## src/rtl/life_gen_sequencer.sv

```systemverilog
// Game-of-Life generation sequencer for a 16x16 toroidal map in external row memory.
// A three-row sliding window (prev/cur/nxt) streams rows while results are written back in place.

module life_cell (
  input  logic [2:0] prev_w,
  input  logic [2:0] cur_w,
  input  logic [2:0] nxt_w,
  output logic       alive
);
  logic [3:0] cnt;

  assign cnt = 4'(prev_w[0]) + 4'(prev_w[1]) + 4'(prev_w[2]) +
               4'(cur_w[0])  + 4'(cur_w[2])  +
               4'(nxt_w[0])  + 4'(nxt_w[1])  + 4'(nxt_w[2]);
  assign alive = (cnt == 4'd3) || (cur_w[1] && (cnt == 4'd2));
endmodule

module life_gen_sequencer #(
  parameter int GEN_CNT_W = 16
) (
  input  logic                 clk,
  input  logic                 reset,
  input  logic                 step_tick,
  input  logic                 run,
  input  logic                 edit_req,
  input  logic [3:0]           edit_x,
  input  logic [3:0]           edit_y,
  output logic                 edit_ack,
  output logic                 rd_en,
  output logic [3:0]           rd_addr,
  input  logic [15:0]          rd_data,
  output logic                 wr_en,
  output logic [3:0]           wr_addr,
  output logic [15:0]          wr_data,
  output logic                 busy,
  output logic                 done,
  output logic [GEN_CNT_W-1:0] gen_count
);
  localparam int NUM_LANES = 16;

  typedef enum logic [3:0] {
    IDLE, PRIME0, PRIME1, PRIME2, PRIME3, GEN_WR, GEN_SH, EDIT_RD, EDIT_WR
  } state_t;

  state_t                 state, nxt_state;
  logic [NUM_LANES-1:0]   prev_q, cur_q, nxt_q, row0_save;
  logic [NUM_LANES-1:0]   next_row;
  logic [3:0]             row_q, ex_q, ey_q;
  logic                   armed_q;
  logic [GEN_CNT_W-1:0]   gen_q;

  // One cell evaluator per column; neighbours wrap around the torus.
  for (genvar x = 0; x < NUM_LANES; x++) begin : g_lane
    localparam int XL = (x + NUM_LANES - 1) % NUM_LANES;
    localparam int XR = (x + 1) % NUM_LANES;
    life_cell u_cell (
      .prev_w ({prev_q[XR], prev_q[x], prev_q[XL]}),
      .cur_w  ({cur_q[XR],  cur_q[x],  cur_q[XL]}),
      .nxt_w  ({nxt_q[XR],  nxt_q[x],  nxt_q[XL]}),
      .alive  (next_row[x])
    );
  end

  always_ff @(posedge clk or posedge reset) begin
    if (reset) state <= IDLE;
    else       state <= nxt_state;
  end

  always_comb begin
    nxt_state = state;
    case (state)
      IDLE:    if (step_tick && run)     nxt_state = PRIME0;
               else if (edit_req && armed_q) nxt_state = EDIT_RD;
      PRIME0:  nxt_state = PRIME1;
      PRIME1:  nxt_state = PRIME2;
      PRIME2:  nxt_state = PRIME3;
      PRIME3:  nxt_state = GEN_WR;
      GEN_WR:  nxt_state = GEN_SH;
      GEN_SH:  nxt_state = (row_q == 4'd15) ? IDLE : GEN_WR;
      EDIT_RD: nxt_state = EDIT_WR;
      EDIT_WR: nxt_state = IDLE;
      default: nxt_state = IDLE;
    endcase
  end

  always_comb begin
    rd_en    = 1'b0;
    rd_addr  = 4'd0;
    wr_en    = 1'b0;
    wr_addr  = 4'd0;
    wr_data  = 16'd0;
    edit_ack = 1'b0;
    busy     = (state != IDLE);
    done     = (state == GEN_SH) && (row_q == 4'd15);
    case (state)
      PRIME0:  begin rd_en = 1'b1; rd_addr = 4'd15; end
      PRIME1:  begin rd_en = 1'b1; rd_addr = 4'd0;  end
      PRIME2:  begin rd_en = 1'b1; rd_addr = 4'd1;  end
      GEN_WR: begin
        wr_en   = 1'b1;
        wr_addr = row_q;
        wr_data = next_row;
        if (row_q <= 4'd13) begin
          rd_en   = 1'b1;
          rd_addr = row_q + 4'd2;
        end
      end
      EDIT_RD: begin rd_en = 1'b1; rd_addr = ey_q; end
      EDIT_WR: begin
        wr_en    = 1'b1;
        wr_addr  = ey_q;
        wr_data  = rd_data ^ (16'h0001 << ex_q);
        edit_ack = 1'b1;
      end
      default: ;
    endcase
  end

  always_ff @(posedge clk or posedge reset) begin
    if (reset) begin
      prev_q    <= '0;
      cur_q     <= '0;
      nxt_q     <= '0;
      row0_save <= '0;
      row_q     <= 4'd0;
      ex_q      <= 4'd0;
      ey_q      <= 4'd0;
      armed_q   <= 1'b1;
      gen_q     <= '0;
    end else begin
      case (state)
        PRIME0: row_q <= 4'd0;
        PRIME1: prev_q <= rd_data;
        PRIME2: begin cur_q <= rd_data; row0_save <= rd_data; end
        PRIME3: nxt_q <= rd_data;
        GEN_SH: begin
          // Row 0 has already been overwritten, so the wrap uses the saved copy.
          prev_q <= cur_q;
          cur_q  <= nxt_q;
          if (row_q <= 4'd13)      nxt_q <= rd_data;
          else if (row_q == 4'd14) nxt_q <= row0_save;
          row_q <= row_q + 4'd1;
          if (row_q == 4'd15) gen_q <= gen_q + GEN_CNT_W'(1);
        end
        default: ;
      endcase
      if (state == IDLE && nxt_state == EDIT_RD) begin
        ex_q <= edit_x;
        ey_q <= edit_y;
      end
      // A held request toggles once; it must be seen low before re-arming.
      if (state == EDIT_WR) armed_q <= 1'b0;
      else if (!edit_req)   armed_q <= 1'b1;
    end
  end

  assign gen_count = gen_q;
endmodule

```

## config.mk

```make
export PLATFORM = sky130hd
export DESIGN_NAME = life_gen_sequencer
export DESIGN_NICKNAME = d
export VERILOG_FILES = /design/src/rtl/life_gen_sequencer.sv
export SDC_FILE = /design/constraint.sdc
export NUM_CORES = 1
export LEC_CHECK = 0
export BUFFER_PORTS_ARGS = -buffer_cell sky130_fd_sc_hd__buf_2
export CAP_MARGIN = 25
export CORE_ASPECT_RATIO = 0.8
export CORE_MARGIN = 4
export CORE_UTILIZATION = 40
export CTS_CLUSTER_SIZE = 14
export DETAILED_ROUTE_END_ITERATION = 10
export PLACE_DENSITY = 0.61
export SLEW_MARGIN = 20
export SYNTH_ARGS = -nofsm -noshare
export SYNTH_HDL_FRONTEND = slang
export SYNTH_HIERARCHICAL = 1
export SYNTH_SLANG_ARGS = --single-unit
```

## constraint.sdc

```tcl
create_clock -name clk -period 4.8 [get_ports clk]
set_input_delay 0.96 -clock clk [delete_from_list [all_inputs] [get_ports clk]]
set_output_delay 0.96 -clock clk [all_outputs]
set_load 0.005 [all_outputs]
```

Word-level counts from Yosys, hierarchy flattened
Index checks and enable logic that the tools add are counted.
- input port bits: 29
- register bits: 97
- equal/unequal tests: 45
- $add $sub $neg: 115
- bitwise logic cells: 1
- muxes and demuxes: 20
- shift operators: 1
- $lt $le $gt $ge: 1
- reduce and logical (&&, ||, !) cells: 46
- operators by type and width (cell ; number):
    $add 4x1->4 ; 96
    $eq 4x2->1 const B ; 34
    $pmux 16 s2 ; 4
    $add 1x1->2 ; 16
    $mux 16 ; 2
    $pmux 4 s8 ; 1
    $eq 4x3->1 const B ; 5
    $logic_and 1x1->1 ; 20
    $add 16x1->16 const B ; 1
    $logic_or 1x1->1 ; 16
    $pmux 4 s2 ; 2
    $pmux 4 s4 ; 1
    $shl 1x4->16 const A ; 1
    $xor 16x16->16 ; 1
    $eq 4x4->1 const B ; 3
    $mux 4 ; 3
    $reduce_bool 2->1 ; 4
    $mux 1 ; 5
    $add 4x1->4 const B ; 1
    $add 4x2->4 const B ; 1
    $eq 4x1->1 const B ; 1
    $le 4x4->1 const B ; 1
    $logic_not 4->1 ; 1
    $reduce_and 2->1 ; 2
    other kinds (7) ; 7

Logic depth before layout (Yosys ltp)
Gate-level depths: netlist (run 1).
- depth after elaboration: 11
- mapped depth: 11
- depth with buffers taken out: 11

By module
The synthesis (run 1) kept the hierarchy.
- modules (own cells, without submodules) (module ; area an instance (µm²) ; seq. area each (µm²) ; cells each ; times used):
    life_gen_sequencer ; 4916.0 ; 2428.6 ; 474 ; 1
    life_cell at g_lane[2].u_cell ... ; 200.2 ; 0.0 ; 23 ; 8
    life_cell at g_lane[0].u_cell ... ; 185.2 ; 0.0 ; 23 ; 8

Least setup slack after synthesis (run 1)
Ideal clock, no wire load.
- kind: register -> output
- from: reg prev_q[3]
- to: out wr_data[4]
- slack: 807 ps
- arrival: 3033 ps
- path buffers: 0
- stages on the path, launching flop included: 12
- cell sequence: dfrtp_1 inv_1 fa_1 fa_1 fa_1 inv_1 ha_1 fa_1 o211a_1 a211oi_2 nand2_1 o21ai_0
- longest elaborated chain between the ends: 11
- elaborated cells between the ends (all ways): 12
- classes of those cells: add/sub: 7; eq/ne: 2; mux: 1; reduce/logical: 2
- ends and longest elaborated chain (item ; RTL line ; source):
    from (decl) ; 46 ; logic [NUM_LANES-1:0] prev_q, cur_q, nxt_q, row0_save;
    from (signal assigned) ; 133 ; PRIME1: prev_q <= rd_data;
    from (signal assigned) ; 138 ; prev_q <= cur_q;
    $add 1x1->2 * ; 12 ; assign cnt = 4'(prev_w[0]) + 4'(prev_w[1]) + 4'(prev_w[2]) +
    $add 4x1->4 * (2 in series) ; 12 ;
    $add 4x1->4 * (2 in series) ; 13 ; 4'(cur_w[0]) + 4'(cur_w[2]) +
    $add 4x1->4 * (2 in series) ; 14 ; 4'(nxt_w[0]) + 4'(nxt_w[1]) + 4'(nxt_w[2]);
    $eq 4x2->1 ; 15 ; assign alive = (cnt == 4'd3) || (cur_w[1] && (cnt == 4'd2));
    $logic_and 1x1->1 ; 15 ;
    $logic_or 1x1->1 * ; 15 ;
    net next_row[4] ; 47 ; logic [NUM_LANES-1:0] next_row;
    $pmux 16 s2 * ; 95 ; case (state)
    to (decl) ; 34 ; output logic [15:0] wr_data,
Mark *: on every way through the listed nets, which the timed path passes. The rest lies on a longest branch.

Final worst setup path (run 1)
- from: reg prev_q[2]
- to: out wr_data[2]
Same word-level chain as after synthesis.

==> metrics list, run 1 <==
* Worst Max-Slew Pin Slew: 0.946 ns
- Input and output buffers added on the ports amount to 73.
* Library cell with the largest summed area after synthesis: dfrtp_1
- The flow ran to the end, and the final reports show no timing, DRC or antenna violations.
- Average instance area after synthesis: 9.50 sq um
- Clock-pin slew was measured on the worst setup and hold paths at 0.07 ns.
- Synthesized net count: 989
* Count of mapped cells out of synthesis: 842
- Antenna violations before repair: 0
- Summed over its instances, the top area cell type makes up 30.0% of the synthesized netlist area.
- Most frequent cell on the critical path: fa_1
* Cell area after synthesis: 8000 sq um
* I/O pins: 74
* Post-route DRC: 0
* Via count of the first global-routing pass: 6054
- Chip width: 166 um
- Critical setup path kind: reg2out
- Data arrives at the worst endpoint at 3.66 ns.
- In this design, the stage delay of the slowest critical-path cell is 0.49 ns.
- The post-route netlist has 17.2% of its cells at a drive strength greater than 1.
* Number of nets in the finished design: 1066
- The congestion estimate from routability-driven global placement came to 0.818.
- Post-synth EDFFs: 0
* Clock latency reported for the late side of the worst-skew pair: 0.35 ns
- Count of distinct cell types in the synthesized netlist: 54
- Area of the core: 19300 sq um
- Number of buffers created by CTS: 9
- Summed over all failing endpoints, the final setup total negative slack is 0 ns.
- Commonest register cell after synthesis: dfrtp_1
* Final Cycle Share: 96.1%
* Maximum buffer depth of the clock tree: 2
* Global-route wire length before repair: 31100 um
- Num Clock Sinks: 97
* Fin crit period: 4.62 ns
- The floorplan step set the die height to 134 um.
- Once the floorplan was initialized, standard cells occupied 41.4% of the core.
* Dpl hpwl: 13500 um
- The first routing iteration left 379 violations.
- At the worst endpoint, the required time is 3.84 ns.
* Post-Route WL: 18300 um
- Setup violations remaining at the end of the flow were counted as 0.
- Signed area change from the synthesized netlist to the final layout: 13.1%
* Tot GR Track Use: 16.9%
- Post-synthesis register bit count: 97
- Hold repair after CTS inserted 0 buffers.
* Largest net degree at the start of global routing: 70
- Sorting the synthesized cells by area gives the leading types as dfrtp_1 30%, fa_1 16%, inv_1 8.6%.
* Number of vias per cell after detailed routing: 5.01
* Relative slew slack: 36.6%
* Crit-path slowest cell: fa_1
- During synthesis, Yosys emitted a total of 6 warnings.
- The worst setup path is captured at a primary output.
* Number of standard cells in the layout, taps in and fillers out: 1182
- Based on the critical path, the design can be clocked at up to 0.217 GHz.
- Detailed-route wire length per cell: 15.4 um
- Maximum fanout encountered on the critical timing path: 3
- The final route contains 5921 vias.
* Critical Path, Cell by Cell: buf_4 > inv_1 > fa_1 > fa_1 > fa_1 > inv_1 > ha_1 > fa_1 > o211a_1 > a211oi_2 > nand2_1 > o21ai_0 > buf_2
- The pre-antenna-repair detailed-routing pass consisted of 4 iterations.
- Layout Skew: 0.00868 ns
* Antenna-violating nets left: 0
* CTS tree: built
- Synth async-reset ratio: 100%
- Cell area reported after detailed placement: 8670 sq um
- H-tree level count: 3
- Unrepaired setup endpoints after global routing: false
- Hold/Removal Path Class: reg2reg
* Most common cell after layout, fill and taps aside: inv_1
- For this run the aggregate overflow at the end of global routing stands at 0.
- The worst setup path is launched from a flop.
- Most frequent cells in the layout: 183 x inv_1, 94 x dfrtp_1, 73 x buf_2, 60 x fa_1, 54 x ha_1
* Max-capacitance violation count: 0
- The floorplan step defined a die boundary enclosing 22300 sq um.
- Number of endpoints with negative hold slack in the final report: 0
- Clock tree synthesis selected as its root buffer the cell clkbuf_16.
- Counting tap cells, the placed design contains a total of 1155 instances.
- The total count of max-transition violations in the final report is 0.
- The floorplan has 45 rows.
- Fin area: 9050 sq um
- Proportion of synthesized chip area in sequential cells: 30.4%
-- state kept, by name, indices dropped and copies added (netlist names) --
register   cells
row_q          4
cur_q         16
gen_count     16
ex_q           4
armed_q        1
state          4
nxt_q         16
prev_q        16
ey_q           4
row0_save     16
-- routing by layer --
metal  track usage, %  part of all wire, %  vias to the layer above  wire length (um)
li1                 -                    -                     2910                 -
met1             25.8                   51                     2896              9220
met2             26.3                   44                      108              8050
met3             2.84                  4.9                        7               893
met4             1.79                 0.47                        0                85
met5                0                    0                        -                 0
-- synth_stat cells (17+ instances only) --
cell type	number
nand3_1	18
inv_1	184
fa_1	64
mux2_2	23
ha_1	54
o22ai_1	17
dfrtp_1	96
mux2i_1	32
xnor2_1	25
nand2_1	45
a21oi_1	43
nor2_1	40
o21ai_0	52
-- critical path, delay by kind of cell (launching register included) --
family                     cells  cell delay [ns]
and+or+nand+nor                1             0.06
adders and majority gates      5             2.00
AOI/OAI and AO/OA              3             0.47
DFF                            1             0.40
buffers and inverters          4             0.39
-- stage by stage --
stage               utilization (%)  worst slack, ns  hold slack (ns)
floorplan                         -            0.807            0.449
global placement               44.8            0.524            0.458
detailed placement             44.9            0.449            0.461
CTS                            46.3           0.0758            0.471
global route                   46.8         0.000633            0.486
finish                         46.8            0.185            0.469
-- kinds of logic (layout without fill, tap and decap cells) --
family / Yosys count / count (layout) / share of synthesized area [%]
xor gates and xnor gates: 32 / 32 / 3.50
other: 0 / 1 / 0
adders and majority gates: 118 / 118 / 24.5
DFF: 97 / 97 / 30.4
muxes: 57 / 57 / 7.52
buffers and inverters: 210 / 291 / 10.2
AOI/OAI and AO/OA: 163 / 163 / 13.3
and+or+nand+nor: 165 / 165 / 10.6
-- cell type report --
type,instances,area [sq um]
diodes,1,2.50
clock buffers,9,225
clock inverters,6,51.3
fillers,1897,10300
inverters,184,693
multi-input cells,535,4790
flip-flops and latches,97,2430
well taps,258,323
repair buffers,92,527
-- worst paths after layout --
path	from	to	slack [ns]	cells past startpoint
min in group asynchronous	reset	gen_count[15]	0.78	2
setup / recovery	prev_q[2]	wr_data[2]	0.18	13
hold / removal	gen_count[15]	gen_count[15]	0.47	1
max in group asynchronous	reset	armed_q	3.01	3
hold reg to reg	gen_count[15]	gen_count[15]	0.47	1
setup reg to reg	state[2]	nxt_q[12]	1.64	4
-- timing repair --
action	in CTS	in global routing
endpoints found under the hold margin	0	0
setup endpoints to repair	0	7
gates resized for setup	0	7
setup buffers	0	10
Power of run 1 is left out: the tool's default activity adds up to more than one toggle a clock period on the data nets, which glitch-free logic cannot reach.
==> run 2, diff against run 1 <==
MAX_ROUTING_LAYER = met4   (was default)
==> metrics list, run 2 (synthesized netlist as in run 1, its figures left out) <==
- The worst setup path is captured at a primary output.
* Worst Max-Slew Pin Slew: 0.922 ns (-0.0241 ns)
- The number of max-cap violations came to 0 (unchanged).
* R2r endpoint: nxt_q[10]
- The area enclosed by the die boundary is 22300 sq um (unchanged).
- The worst setup skew after layout came to 0.00902 ns (+0.000343 ns).
- The timing-limited maximum frequency was 0.217 GHz (about the same).
- Number of input and output port buffers inserted: 73 (unchanged)
* Post-Route Setup TNS: 0 ns (unchanged)
- The DRC violation count after routing was 0 (unchanged).
- The core box area was 19300 sq um (unchanged).
* Antenna violations before repair: 0 (unchanged)
- Chip width: 166 um (unchanged)
* Uppermost layer routed: met4
* Total via count in the routed design: 5952 (+0.52%)
- The area growth from synthesis to layout came to 13.1% (about the same).
- Number of buffers created by CTS: 9 (unchanged)
* I/O pins: 74 (unchanged)
* Tot GR Track Use: 17.4% (+0.52 points)
* Most frequent cells in the layout: 183 x inv_1, 94 x dfrtp_1, 73 x buf_2, 60 x fa_1, 54 x ha_1
- The share of cells above drive strength 1 came to 17.2% (unchanged).
- The number of rows created at floorplan is 45 (unchanged).
- The post-layout minimum cycle time is 4.62 ns (-0.0000790 ns).
- DIE HEIGHT: 134 um (unchanged)
- Number of vias per cell after detailed routing: 5.04 (+0.61%)
* Routability congestion estimate from global placement: 0.830 (+1.5%)
* Largest net degree at the start of global routing: 70 (unchanged)
* Clock latency reported for the late side of the worst-skew pair: 0.35 ns (about the same)
- In this design, the critical path's most frequently occurring cell is fa_1.
- Final Slew Violations: 0 (unchanged)
- The root buffer cell chosen for the clock tree is clkbuf_16.
- The critical path required time is 3.84 ns (about the same).
* Maximum buffer depth of the clock tree: 2 (unchanged)
- Multi-input gate area in the final layout: 4790 sq um (unchanged)
- The flow ran to the end, and the final reports show no timing, DRC or antenna violations.
- Critical Path, Cell by Cell: inv_1 > fa_1 > fa_1 > fa_1 > inv_1 > ha_1 > fa_1 > o211a_1 > a211oi_2 > nand2_1 > o21ai_0 > buf_2
- Met2 layer wire length in the routed design: 8050 um (about the same)
- Final setup violation count: 0 (unchanged)
* Hold Crit Start: armed_q
* Final Cycle Share: 96.1% (about the same)
* Startpoint of the worst-slack reg-to-reg timing path: state[2]
- CTS tree: built
- The depth of the CTS H-tree was 3 (unchanged).
- Num Clock Sinks: 97 (unchanged)
- The final-layout fill cell count is 1896 (-0.053%).
- Logic depth of the worst register-to-register path: 4 (unchanged)
- GRT overflow: 0 (unchanged)
- The HPWL reported at the end of detailed placement is 13500 um (unchanged).
- Critical setup path kind: reg2out
- The post-layout net count was 1066 (unchanged).
- Count of hold buffers inserted by post-cts repair: 0 (unchanged)
* FF+latch area: 2430 sq um (unchanged)
- The via count of the first global-routing pass came to 6046 (-0.13%).
* Number of design-rule violations left by the first detailed-router iteration: 353 (-6.9%)
* Arrival @ worst endpoint: 3.66 ns (about the same)
* Post-Route WL: 18300 um (+0.39%)
- The detailed-route wire length per cell was 15.5 um (+0.47%).
* Antenna-violating nets left: 0 (unchanged)
* Maximum fanout encountered on the critical timing path: 4 (+1)
* Routed length on met3: 635 um (-29%)
- R2R Setup Slk: 1.62 ns (-0.02 ns)
* Crit-path slowest cell: fa_1
- The tightest min-delay check is of the reg2reg type.
* Unrepaired setup endpoints after global routing: false
* Global-route wire length before repair: 31100 um (about the same)
- The final antenna diode count was 0 (-1).
- Initial standard-cell utilization of the core: 41.4% (unchanged)
- Nature of the critical path startpoint: flop
* Wire length on met1: 9540 um (+3.4%)
- The critical path's largest stage delay was 0.56 ns (+0.07 ns).
- For hold timing, the worst endpoint is armed_q.
* Total iterations of the first detailed-routing run: 5 (+1)
- The worst slew margin relative to its limit came to 38.2% (+1.6 points).
- Min-Delay Path Depth: 2 (+1)
* Clk pin slew, worst setup/hold paths: 0.07 ns (about the same)
- The hold violation total from the final report is 0 (unchanged).
* Most common cell after layout, fill and taps aside: inv_1
[run 2: cell types whose count changed in the layout (fill, tap and decap cells not counted), sizes merged]
cell / change
diode: -1
[run 2: final cells by class]
type,count,area share [%]
clock buffer,9,2.49
clock inverter,6,0.567
inverter,184,7.66
multi-input combinational,535,53.0
sequential,97,26.9
tap,258,3.57
timing repair buffer,92,5.82
[run 2: critical path: cells and delay by family (launching register included)]
family | cells | cell delay, ns
flip-flops | 1 | 0.41
adder cells (fa/ha/maj) | 5 | 2.09
AO/OA/AOI/OAI | 3 | 0.50
AND/OR/NAND/NOR | 1 | 0.06
buffers and inverters | 3 | 0.25
[run 2: repair_timing]
| action | CTS | global route |
|---|---|---|
| setup endpoints to repair | 0 | 7 |
| gates resized for setup | 0 | 7 |
| endpoints found under the hold margin | 0 | 0 |
| buffers inserted | 0 | 10 |
[run 2: metrics by stage]
step	worst slack, ns	utilization, %	instances	instance area, sq um	hold WS, ns
global placement	0.524	44.8	1154	8650	0.458
finish	0.185	46.8	1181	9040	0.471
CTS	0.0758	46.3	1170	8940	0.471
detailed placement	0.449	44.9	1155	8670	0.461
global route	0.00127	46.8	1181	9040	0.486
floorplan	0.807	-	842	8000	0.449
[run 2: worst max path at each step]
stage / end / start / slack [ns] / cells after the start
floorplan: wr_data[4] / prev_q[3] / 0.81 / 11
global route: wr_data[6] / prev_q[5] / 0.001 / 12
finish: wr_data[6] / prev_q[5] / 0.18 / 12
detailed placement: wr_data[3] / prev_q[2] / 0.45 / 12
CTS: wr_data[3] / prev_q[2] / 0.08 / 12
global placement: wr_data[3] / prev_q[2] / 0.52 / 12
[run 2: layer usage]
metal,global-route usage (%),up-vias
li1,-,2904
met1,26.0,2922
met2,26.3,118
met3,2.49,8
met4,1.79,0
met5,-,-
Power of run 2 is left out for the same reason.
==> run 3, diff against run 2 <==
CORE_MARGIN = 2   (was 4)
clock period = 4.6 ns   (was 4.8 ns; I/O delays follow)
==> metrics list, run 3 (synthesized netlist as in run 1, its figures left out) <==
- Detailed-route wire length per cell: 15.1 um (-2.5%)
* Most frequent cells in the layout: 168 x inv_1, 88 x dfrtp_1, 72 x buf_2, 50 x fa_1, 45 x nand2_1
* Critical Path, Cell by Cell: buf_4 > inv_2 > fa_1 > fa_1 > fa_1 > inv_1 > ha_2 > fa_2 > o21ai_1 > a21oi_1 > nand2_1 > o21ai_1 > buf_2
- Antenna violations before repair: 0 (unchanged)
- The hold violation total from the final report was 0 (unchanged).
- Number of standard cells in the layout, taps in and fillers out: 1215 (+2.9%)
- The number of max-cap violations came to 0 (unchanged).
- The arrival time at the worst endpoint came to 3.60 ns (-0.06 ns).
* Post-Route Setup TNS: 0 ns (unchanged)
- The worst setup path is launched from a flop.
- Multi-input gate area in the final layout: 4880 sq um (+1.7%)
- In this run the clock root is driven by a clkbuf_16.
- Total iterations of the first detailed-routing run: 4 (-1)
- The via count of the first global-routing pass came to 5927 (-2.0%).
- The total clock buffers created by CTS came to 9 (unchanged).
- The largest driver fanout on the critical path is 4 (unchanged).
- Routability congestion estimate from global placement: 0.800 (-3.6%)
- Maximum buffer depth of the clock tree: 2 (unchanged)
- The core box area is 19700 sq um (+2.2%).
- Max frequency: 0.221 GHz
- Most common cell after layout, fill and taps aside: inv_1
* Final hold slack: 0.463 ns (-0.00783 ns)
- Number of filler cells placed in the layout: 1854 (-2.2%)
* Clk pin slew, worst setup/hold paths: 0.07 ns (about the same)
- Number of nets in the finished design: 1093 (+2.5%)
* Delay contributed by the slowest stage of the critical path: 0.52 ns (-0.04 ns)
- Largest net degree at the start of global routing: 74 (+5.7%)
- In this run the worst hold path is classified as reg2reg.
* Post-Route WL: 18400 um (+0.34%)
- Relative slew slack: 36.6% (-1.5 points)
- The initial standard-cell utilization of the core came to 40.5% (-0.90 points).
* Unrepaired setup endpoints after global routing: true
- The worst setup skew after layout is 0.00741 ns (-0.00161 ns).
- Crit-path slowest cell: fa_1
- Post-route DRC: 0 (unchanged)
* Signed area change from the synthesized netlist to the final layout: 17.4%
* H-tree level count: 3 (unchanged)
* Dpl hpwl: 13200 um (-2.2%)
- STA classifies the critical path endpoint as a primary output.
- In the finished design, the share of the clock period the worst path needs comes to 98.3%.
- The total of endpoints with negative setup slack in the final report was 0 (unchanged).
* Most frequent cell on the critical path: fa_1
* Antenna-violating nets left: 0 (unchanged)
- The cell family contributing the most delay on the critical path is adder cells.
- Count of hold buffers inserted by post-cts repair: 0 (unchanged)
- I/O pins: 74 (unchanged)
- Fin crit period: 4.52 ns
- Total via count in the routed design: 6052 (+1.7%)
- Cell count after placement: 1162 (+0.61%)
* Number of design-rule violations left by the first detailed-router iteration: 299 (-15%)
* Worst Max-Slew Pin Slew: 0.945 ns (+0.0230 ns)
- Number of vias per cell after detailed routing: 4.98 (-1.2%)
- The global-route wire length before repair was 30600 um (-1.8%).
* DIE HEIGHT: 130 um (-3.0%)
* Fraction of layout instances using a drive strength above 1: 24.3% (+7.1 points)
* End-of-flow core utilization: 47.6% (+0.75 points)
- The worst setup path is of the reg2out kind.
- Area of the die: 21200 sq um (-5.3%)
- The count of port buffers added during placement came to 73 (unchanged).
- The clock sink count is 97 (unchanged).
- The sum of buffers and inverters on the critical path came to 4 (+1).
- The final antenna diode count came to 0 (unchanged).
- FF+latch area: 2440 sq um (+0.31%)
* Worst Path Required: 3.68 ns (-0.16 ns)
* Number of rows created at floorplan: 46 (+2.2%)
* Tot GR Track Use: 18.9% (+1.4 points)
- Chip width: 162 um (-2.4%)
* CTS tree: built
- The total count of max-transition violations in the final report is 0 (unchanged).
* GRT overflow: 0 (unchanged)
- The clock insertion delay at the later pin of the skew report is 0.35 ns (about the same).
- The run finished with clean final reports.
-- run 3: cell count changes in the layout (fill, tap and decap cells not counted), sizes merged --
| cell | delta |
|---|---|
| buf | +28 |
| clkinv | +1 |
| clkbuf | +1 |
| bufinv | +1 |
| clkinvlp | -3 |
-- run 3: metrics by stage --
step | area (sq um) | setup WS, ns
6_report | 9390 | 0.0802
5_1_grt | 9390 | -0.0931
4_1_cts | 9040 | 0.00000822
3_5_place_dp | 8690 | 0.345
3_3_place_gp | 8660 | 0.377
2_1_floorplan | 8000 | 0.647
-- run 3: final timing paths --
path	slack, ns	cells past startpoint	to	start
worst min-delay path	0.46	1	gen_count[15]	gen_count[15]
worst max-delay path	0.08	13	wr_data[13]	prev_q[13]
min in group asynchronous	0.58	2	gen_count[15]	reset
worst min register to register	0.46	1	gen_count[15]	gen_count[15]
max in group asynchronous	3.28	3	cur_q[2]	reset
worst max register to register	1.83	5	gen_count[7]	state[2]
-- run 3: area by class of cell --
class                      count  share of cell area, %
clock buffer                  11                   2.58
clock inverter                 5                  0.653
inverter                     184                   7.38
multi-input combinational    535                   51.9
sequential                    97                   26.0
tap                          264                   3.52
timing repair buffer         119                   7.98
-- run 3: routing by layer --
| layer | share of wire [%] | wire [um] | vias up | global-route usage (%) |
|---|---|---|---|---|
| met1 | 50 | 9130 | 2963 | 27.0 |
| met3 | 5.3 | 976 | 13 | 3.19 |
| met5 | 0 | 0 | - | - |
| met2 | 44 | 8090 | 117 | 28.3 |
| li1 | - | - | 2959 | - |
| met4 | 1.1 | 195 | 0 | 4.16 |
-- run 3: timing repair --
action,4_1_cts,5_1_grt
resized for setup,1,62
buffers inserted,6,30
endpoints found under the setup margin,5,16
pin swaps,0,34
hold endpoints to repair,0,0
-- run 3: worst reg2reg max path, delay by kind of cell (launching register included) --
kind	cells	cell delay, ns
flops	1	0.83
xor+xnor	1	0.15
buf+inv	1	0.43
simple gates	3	1.25
Power of run 3 is left out for the same reason.
